## config.mk

```make
export PLATFORM = sky130hd
export DESIGN_NAME = exc_ctrl
export DESIGN_NICKNAME = d
export VERILOG_FILES = /design/src/rtl/exc_ctrl_pkg.sv /design/src/rtl/exc_prio_enc.sv /design/src/rtl/exc_ctrl.sv
export SDC_FILE = /design/constraint.sdc
export NUM_CORES = 1
export LEC_CHECK = 0
export BUFFER_PORTS_ARGS = -buffer_cell sky130_fd_sc_hd__buf_4
export CAP_MARGIN = 20
export CORE_AREA = 8 8 101 103
export CTS_CLUSTER_SIZE = 10
export DETAILED_ROUTE_END_ITERATION = 12
export DIE_AREA = 0 0 109 111
export GPL_TIMING_DRIVEN = 0
export PLACE_DENSITY = 0.7
export SLEW_MARGIN = 15
export SYNTH_ARGS = -nofsm -noshare
export SYNTH_HDL_FRONTEND = slang
export SYNTH_SLANG_ARGS = --single-unit
```

## constraint.sdc

```tcl
create_clock -name clk -period 2.7 [get_ports clk]
set_clock_uncertainty 0.15 [all_clocks]
set_input_delay 0.135 -clock clk [delete_from_list [all_inputs] [get_ports clk]]
set_output_delay 0.135 -clock clk [all_outputs]
set_load 0.05 [all_outputs]
```

## src/rtl/exc_ctrl_pkg.sv

```systemverilog
// Shared definitions for the MEM-stage exception controller: CP0 register
// addresses, exception codes, flag bit positions and controller states.
package exc_ctrl_pkg;

  localparam logic [4:0] CP0_REG_STATUS = 5'd12;
  localparam logic [4:0] CP0_REG_CAUSE  = 5'd13;
  localparam logic [4:0] CP0_REG_EPC    = 5'd14;

  localparam logic [31:0] EXC_NONE = 32'h0000_0000;
  localparam logic [31:0] EXC_INT  = 32'h0000_0001;
  localparam logic [31:0] EXC_SYS  = 32'h0000_0008;
  localparam logic [31:0] EXC_INV  = 32'h0000_000a;
  localparam logic [31:0] EXC_OV   = 32'h0000_000c;
  localparam logic [31:0] EXC_TRAP = 32'h0000_000d;
  localparam logic [31:0] EXC_ERET = 32'h0000_000e;

  localparam int FLAG_W    = 5;
  localparam int FLAG_INV  = 0;
  localparam int FLAG_SYS  = 1;
  localparam int FLAG_TRAP = 2;
  localparam int FLAG_OV   = 3;
  localparam int FLAG_ERET = 4;

  localparam int CNT_W = 3;

  typedef enum logic {
    ST_IDLE  = 1'b0,
    ST_FLUSH = 1'b1
  } exc_state_e;

  // Interrupts are masked while EXL is set or IE is clear.
  function automatic logic int_pending(input logic       ie,
                                       input logic       exl,
                                       input logic [7:0] im,
                                       input logic [7:0] ip);
    return ie && !exl && ((ip & im) != 8'h00);
  endfunction

endpackage

```

## src/rtl/exc_prio_enc.sv

```systemverilog
// Fixed-priority encoder turning the interrupt condition and MEM flags into
// the CP0 exception code; yields zero when the cycle may not take exceptions.
module exc_prio_enc
  import exc_ctrl_pkg::*;
(
  input  logic [FLAG_W-1:0] flags,
  input  logic              int_pend,
  input  logic              eligible,
  output logic [31:0]       code
);

  always_comb begin
    code = EXC_NONE;
    if (eligible) begin
      if (int_pend)
        code = EXC_INT;
      else if (flags[FLAG_INV])
        code = EXC_INV;
      else if (flags[FLAG_SYS])
        code = EXC_SYS;
      else if (flags[FLAG_TRAP])
        code = EXC_TRAP;
      else if (flags[FLAG_OV])
        code = EXC_OV;
      else if (flags[FLAG_ERET])
        code = EXC_ERET;
    end
  end

endmodule

```

## src/rtl/exc_ctrl.sv

```systemverilog
// MEM-stage exception controller: bypasses pending WB writes to CP0, picks
// the exception to hand to CP0 and issues a registered flush with target PC.
module exc_ctrl
  import exc_ctrl_pkg::*;
#(
  parameter logic [31:0] EXC_VECTOR   = 32'h0000_0020,
  parameter int          FLUSH_CYCLES = 2
) (
  input  logic              clk,
  input  logic              rst,
  input  logic              mem_valid_i,
  input  logic              mem_stall_i,
  input  logic [31:0]       mem_inst_addr_i,
  input  logic              mem_in_delayslot_i,
  input  logic [FLAG_W-1:0] mem_exc_flags_i,
  input  logic [31:0]       cp0_status_i,
  input  logic [31:0]       cp0_cause_i,
  input  logic [31:0]       cp0_epc_i,
  input  logic              wb_cp0_we_i,
  input  logic [4:0]        wb_cp0_waddr_i,
  input  logic [31:0]       wb_cp0_data_i,
  output logic [31:0]       excepttype_o,
  output logic [31:0]       cur_inst_addr_o,
  output logic              is_in_delayslot_o,
  output logic              kill_o,
  output logic              flush_o,
  output logic [31:0]       new_pc_o
);

  exc_state_e       state;
  logic [CNT_W-1:0] cnt;

  logic [31:0] eff_status;
  logic [31:0] eff_cause;
  logic [31:0] eff_epc;
  logic        int_pend;
  logic        eligible;
  logic [31:0] target;
  logic        unused_bits;

  // Only the software-writable Cause fields (IP1..IP0, IV, WP) take the bypass.
  always_comb begin
    eff_status = cp0_status_i;
    eff_cause  = cp0_cause_i;
    eff_epc    = cp0_epc_i;
    if (wb_cp0_we_i) begin
      case (wb_cp0_waddr_i)
        CP0_REG_STATUS: eff_status = wb_cp0_data_i;
        CP0_REG_CAUSE: begin
          eff_cause[9:8] = wb_cp0_data_i[9:8];
          eff_cause[23]  = wb_cp0_data_i[23];
          eff_cause[22]  = wb_cp0_data_i[22];
        end
        CP0_REG_EPC:    eff_epc = wb_cp0_data_i;
        default: ;
      endcase
    end
  end

  assign unused_bits = ^{eff_status[31:16], eff_status[7:2],
                         eff_cause[31:16], eff_cause[7:0]};

  assign int_pend = int_pending(eff_status[0], eff_status[1],
                                eff_status[15:8], eff_cause[15:8]);
  assign eligible = (state == ST_IDLE) && mem_valid_i && !mem_stall_i;

  exc_prio_enc u_prio (
    .flags    (mem_exc_flags_i),
    .int_pend (int_pend),
    .eligible (eligible),
    .code     (excepttype_o)
  );

  assign target            = (excepttype_o == EXC_ERET) ? eff_epc : EXC_VECTOR;
  assign kill_o            = (excepttype_o != EXC_NONE) || (state == ST_FLUSH);
  assign cur_inst_addr_o   = mem_inst_addr_i;
  assign is_in_delayslot_o = mem_in_delayslot_i;

  // Flush window: cnt counts the remaining flush cycles after the current one.
  always_ff @(posedge clk) begin
    if (rst) begin
      state    <= ST_IDLE;
      cnt      <= '0;
      flush_o  <= 1'b0;
      new_pc_o <= 32'h0;
    end else begin
      case (state)
        ST_IDLE: begin
          if (excepttype_o != EXC_NONE) begin
            state    <= ST_FLUSH;
            cnt      <= CNT_W'(FLUSH_CYCLES - 1);
            flush_o  <= 1'b1;
            new_pc_o <= target;
          end
        end
        ST_FLUSH: begin
          if (cnt == '0) begin
            state   <= ST_IDLE;
            flush_o <= 1'b0;
          end else begin
            cnt <= cnt - 1'b1;
          end
        end
        default: begin
          state   <= ST_IDLE;
          flush_o <= 1'b0;
        end
      endcase
    end
  end

endmodule

```

==> flow_metrics.env <==
export IMPL_fillers=780
export IMPL_cts_max_path_buffers=2
export IMPL_worst_r2r_path_depth=6
export IMPL_routed_via_count=2867
export IMPL_end_kind="output port"
export IMPL_placed_area_sq_um=3960
export IMPL_layout_commonest_cell="buf_4"
export IMPL_startpoint_type="input port"
export IMPL_ys_ff_latch=37
export IMPL_fp_dieW_microns=109
export IMPL_drt_iter0_markers=77
export IMPL_netlist_instances=280
export IMPL_hold_end="new_pc_o[11]"
export IMPL_worst_slew_pin_slew_ns=0.752
export IMPL_syn_area_per_cell_sq_um=8.76
export IMPL_final_util_pct=54.8
export IMPL_status="complete, no violations"
export IMPL_vdd_ir_drop_max_uv=192
export IMPL_async_flop_share_pct=0
export IMPL_path_delay_family="simple AND/OR/NAND/NOR gates"
export IMPL_synth_distinct_cells=37
export IMPL_via_per_inst=4.41
export IMPL_rr_endpoint="new_pc_o[6]"
export IMPL_layout_common_cells="230 x buf_4, 58 x dlygate4sd3_1, 38 x inv_1"
export IMPL_ant_nets=0
export IMPL_multi_input_area_sq_um=1180
export IMPL_yosysWarnings=0
export IMPL_pin_count=275
export IMPL_nets=720
export IMPL_crit_path_max_fanout=8
export IMPL_antenna_found_initial=0
export IMPL_power_frac_comb_pct=40.4
export IMPL_critical_path_buf_inv_count=3
export IMPL_switching_power_uw=539
export IMPL_wirelength_microns=10200
export IMPL_p_per_area_nw_per_um2=338
export IMPL_dp_final_hpwl_microns=7880
export IMPL_total_leakage_power_nw=2.14
export IMPL_setup_viol=0
export IMPL_ys_seq_area_share_pct=30.2
export IMPL_whs_ns=0.00147
export IMPL_cts_made_buffers=5
export IMPL_critical_path_class="input port to output port"
export IMPL_grt_overflow=0
export IMPL_cts_reportedPaths_clkPinSlew_ns=0.07
export IMPL_hp_class="input port to flip-flop"
export IMPL_drv_slew=0
export IMPL_row_count=34
export IMPL_syn_area_sq_um=2450
export IMPL_h_tree_depth=2
export IMPL_remaining_drc_errors=0
export IMPL_cpPeakStageDelay_ns=0.53
export IMPL_seqCellArea_sq_um=741
export IMPL_initial_core_util_pct=28.7
export IMPL_core_area_sq_um=8550
export IMPL_p_seq_share_pct=35.2
export IMPL_p_clk_share_pct=24.4
export IMPL_hold_violations=0
export IMPL_max_cap_violations=0
export IMPL_rsz0062_at_grt="false"
export IMPL_period_needed_ns=2.53
export IMPL_cp_slowest_cell="o41ai_4"
export IMPL_switching_share_pct=34.0
export IMPL_grt_max_degree=11
export IMPL_clk_insertion_delay_late_ns=0.28
export IMPL_crit_reg2reg_launch="state"
export IMPL_clock_sinks=37
export IMPL_drive_gt1_share_pct=45.9
export IMPL_pre_cts_ws_ns=-0.563
export IMPL_diodes=0
export IMPL_synth_edf_count=0
export IMPL_fin_area_sq_um=4690
export IMPL_fmax_ghz=0.395
export IMPL_slew_headroom_pct=49.9
export IMPL_die_y_microns=111
export IMPL_area_growth_pct=91.1
export IMPL_cts_root_buf="clkbuf_8"
export IMPL_worstHoldPathCells=3
export IMPL_ys_flop_type="dfxtp_1"
export IMPL_cts_tree="built"
export IMPL_drtPass1Iterations=4
export IMPL_wl_per_cell_microns=15.6
export IMPL_track_usage_pct=15.6
export IMPL_grt_pass1_vias=3055
export IMPL_rrSetupSlack_ns=0.57
export IMPL_p_int_mw=1.05
export IMPL_min_from="cp0_epc_i[11]"
export IMPL_post_route_period_util_pct=93.8
export IMPL_port_buffers=167
export IMPL_crit_chain="buf_4 > nor4_4 > buf_4 > o21ai_0 > o41ai_4 > nand2b_1 > nor4_4 > buf_6"
export IMPL_grt_first_pass_wirelength_microns=15200
export IMPL_cp_required_ns=2.41
export IMPL_cp_arrival_ns=2.25
export IMPL_worst_slack_ns=0.167
export IMPL_place_congestion=0.815
export IMPL_die_area_sq_um=12100
## per-layer routing
metal | global-route usage (%) | up-vias | share of wire (%)
met5 | 0 | - | 0
met4 | 2.10 | 0 | 0.42
met3 | 5.76 | 5 | 11
met2 | 30.6 | 137 | 54
met1 | 14.9 | 1294 | 35
li1 | - | 1431 | -
## registers in the layout (all words and copies together) (netlist names)
signal / flops
cnt: 3
flush_o: 1
new_pc_o: 32
state: 1
## power groups by stage
stage                     Clock (mW)  Sequential, mW  Combinational (mW)
after detailed placement           0           0.570               0.560
after floorplan                    0           0.582               0.351
after global placement             0           0.570               0.552
after global routing           0.432           0.559               0.678
after CTS                      0.408           0.558               0.634
final                          0.387           0.558               0.640
## worst max-delay path by stage
| stage | slack (ns) | cells past startpoint | to | startpoint |
|---|---|---|---|---|
| 2_1_floorplan | 0.08 | 7 | excepttype_o[1] | wb_cp0_we_i |
| 3_3_place_gp | -0.49 | 9 | new_pc_o[2] | wb_cp0_we_i |
| 3_5_place_dp | -0.56 | 9 | new_pc_o[6] | wb_cp0_we_i |
| 4_1_cts | 0.05 | 9 | excepttype_o[2] | wb_cp0_we_i |
| 5_1_grt | 0.05 | 8 | excepttype_o[2] | wb_cp0_waddr_i[4] |
| 6_report | 0.17 | 8 | excepttype_o[2] | wb_cp0_waddr_i[4] |
## per-stage QoR
stage               TNS [ns]  power (mW)  instances
finish                     0        1.59        650
global route               0        1.67        650
CTS                        0        1.60        650
detailed placement    -17.06        1.13        582
global placement      -15.50        1.12        582
floorplan                  0       0.933        307
## repair_timing
item	CTS	global route
endpoints found under the setup margin	35	29
hold buffers	58	0
hold endpoints to repair	30	0
gates cloned	0	0
gates resized for setup	3	4
setup buffers	3	0
pin swaps	3	2
## cells by family after synthesis
group	after synthesis	synth area share, %
DFF	37	30.2
other	1	0.153
and+or+nand+nor	36	8.16
muxes	33	13.5
adders and majority gates	2	1.02
AOI/OAI and AO/OA	57	19.2
buffers and inverters	114	27.8
## cell type report
| cell class | count | share of cell area [%] |
|---|---|---|
| Sequential cell | 37 | 15.8 |
| Tap cell | 108 | 2.88 |
| Multi-Input combinational cell | 156 | 25.2 |
| Inverter | 38 | 3.04 |
| Timing Repair Buffer | 228 | 39.7 |
| Clock buffer | 7 | 1.84 |
| Buffer | 76 | 11.5 |
## synth_stat cells (2+ instances only)
cell / instances / area, sq um
nor3_1: 2 / 10.0
o41ai_1: 2 / 17.5
a22oi_1: 4 / 30.0
nor2b_1: 2 / 12.5
o32ai_1: 31 / 272
o21ai_0: 4 / 20.0
nor4b_1: 2 / 17.5
buf_4: 61 / 458
clkbuf_1: 11 / 41.3
dfxtp_1: 37 / 741
mux2i_1: 33 / 330
nor2_1: 6 / 22.5
ha_1: 2 / 25.0
nor4_1: 2 / 12.5
nand2b_1: 2 / 12.5
nand2_1: 10 / 37.5
inv_1: 38 / 143
a31oi_1: 2 / 12.5
nand3_1: 6 / 30.0
a21oi_1: 4 / 20.0
buf_6: 3 / 33.8
## worst register-to-register path, delay by kind of cell, from the launching register on
| kind | cells | cell delay, ns |
|---|---|---|
| flops | 1 | 0.30 |
| buf+inv | 3 | 0.83 |
| compound gates | 2 | 0.52 |
| simple gates | 1 | 0.19 |
(Power assumes the default switching activity.)
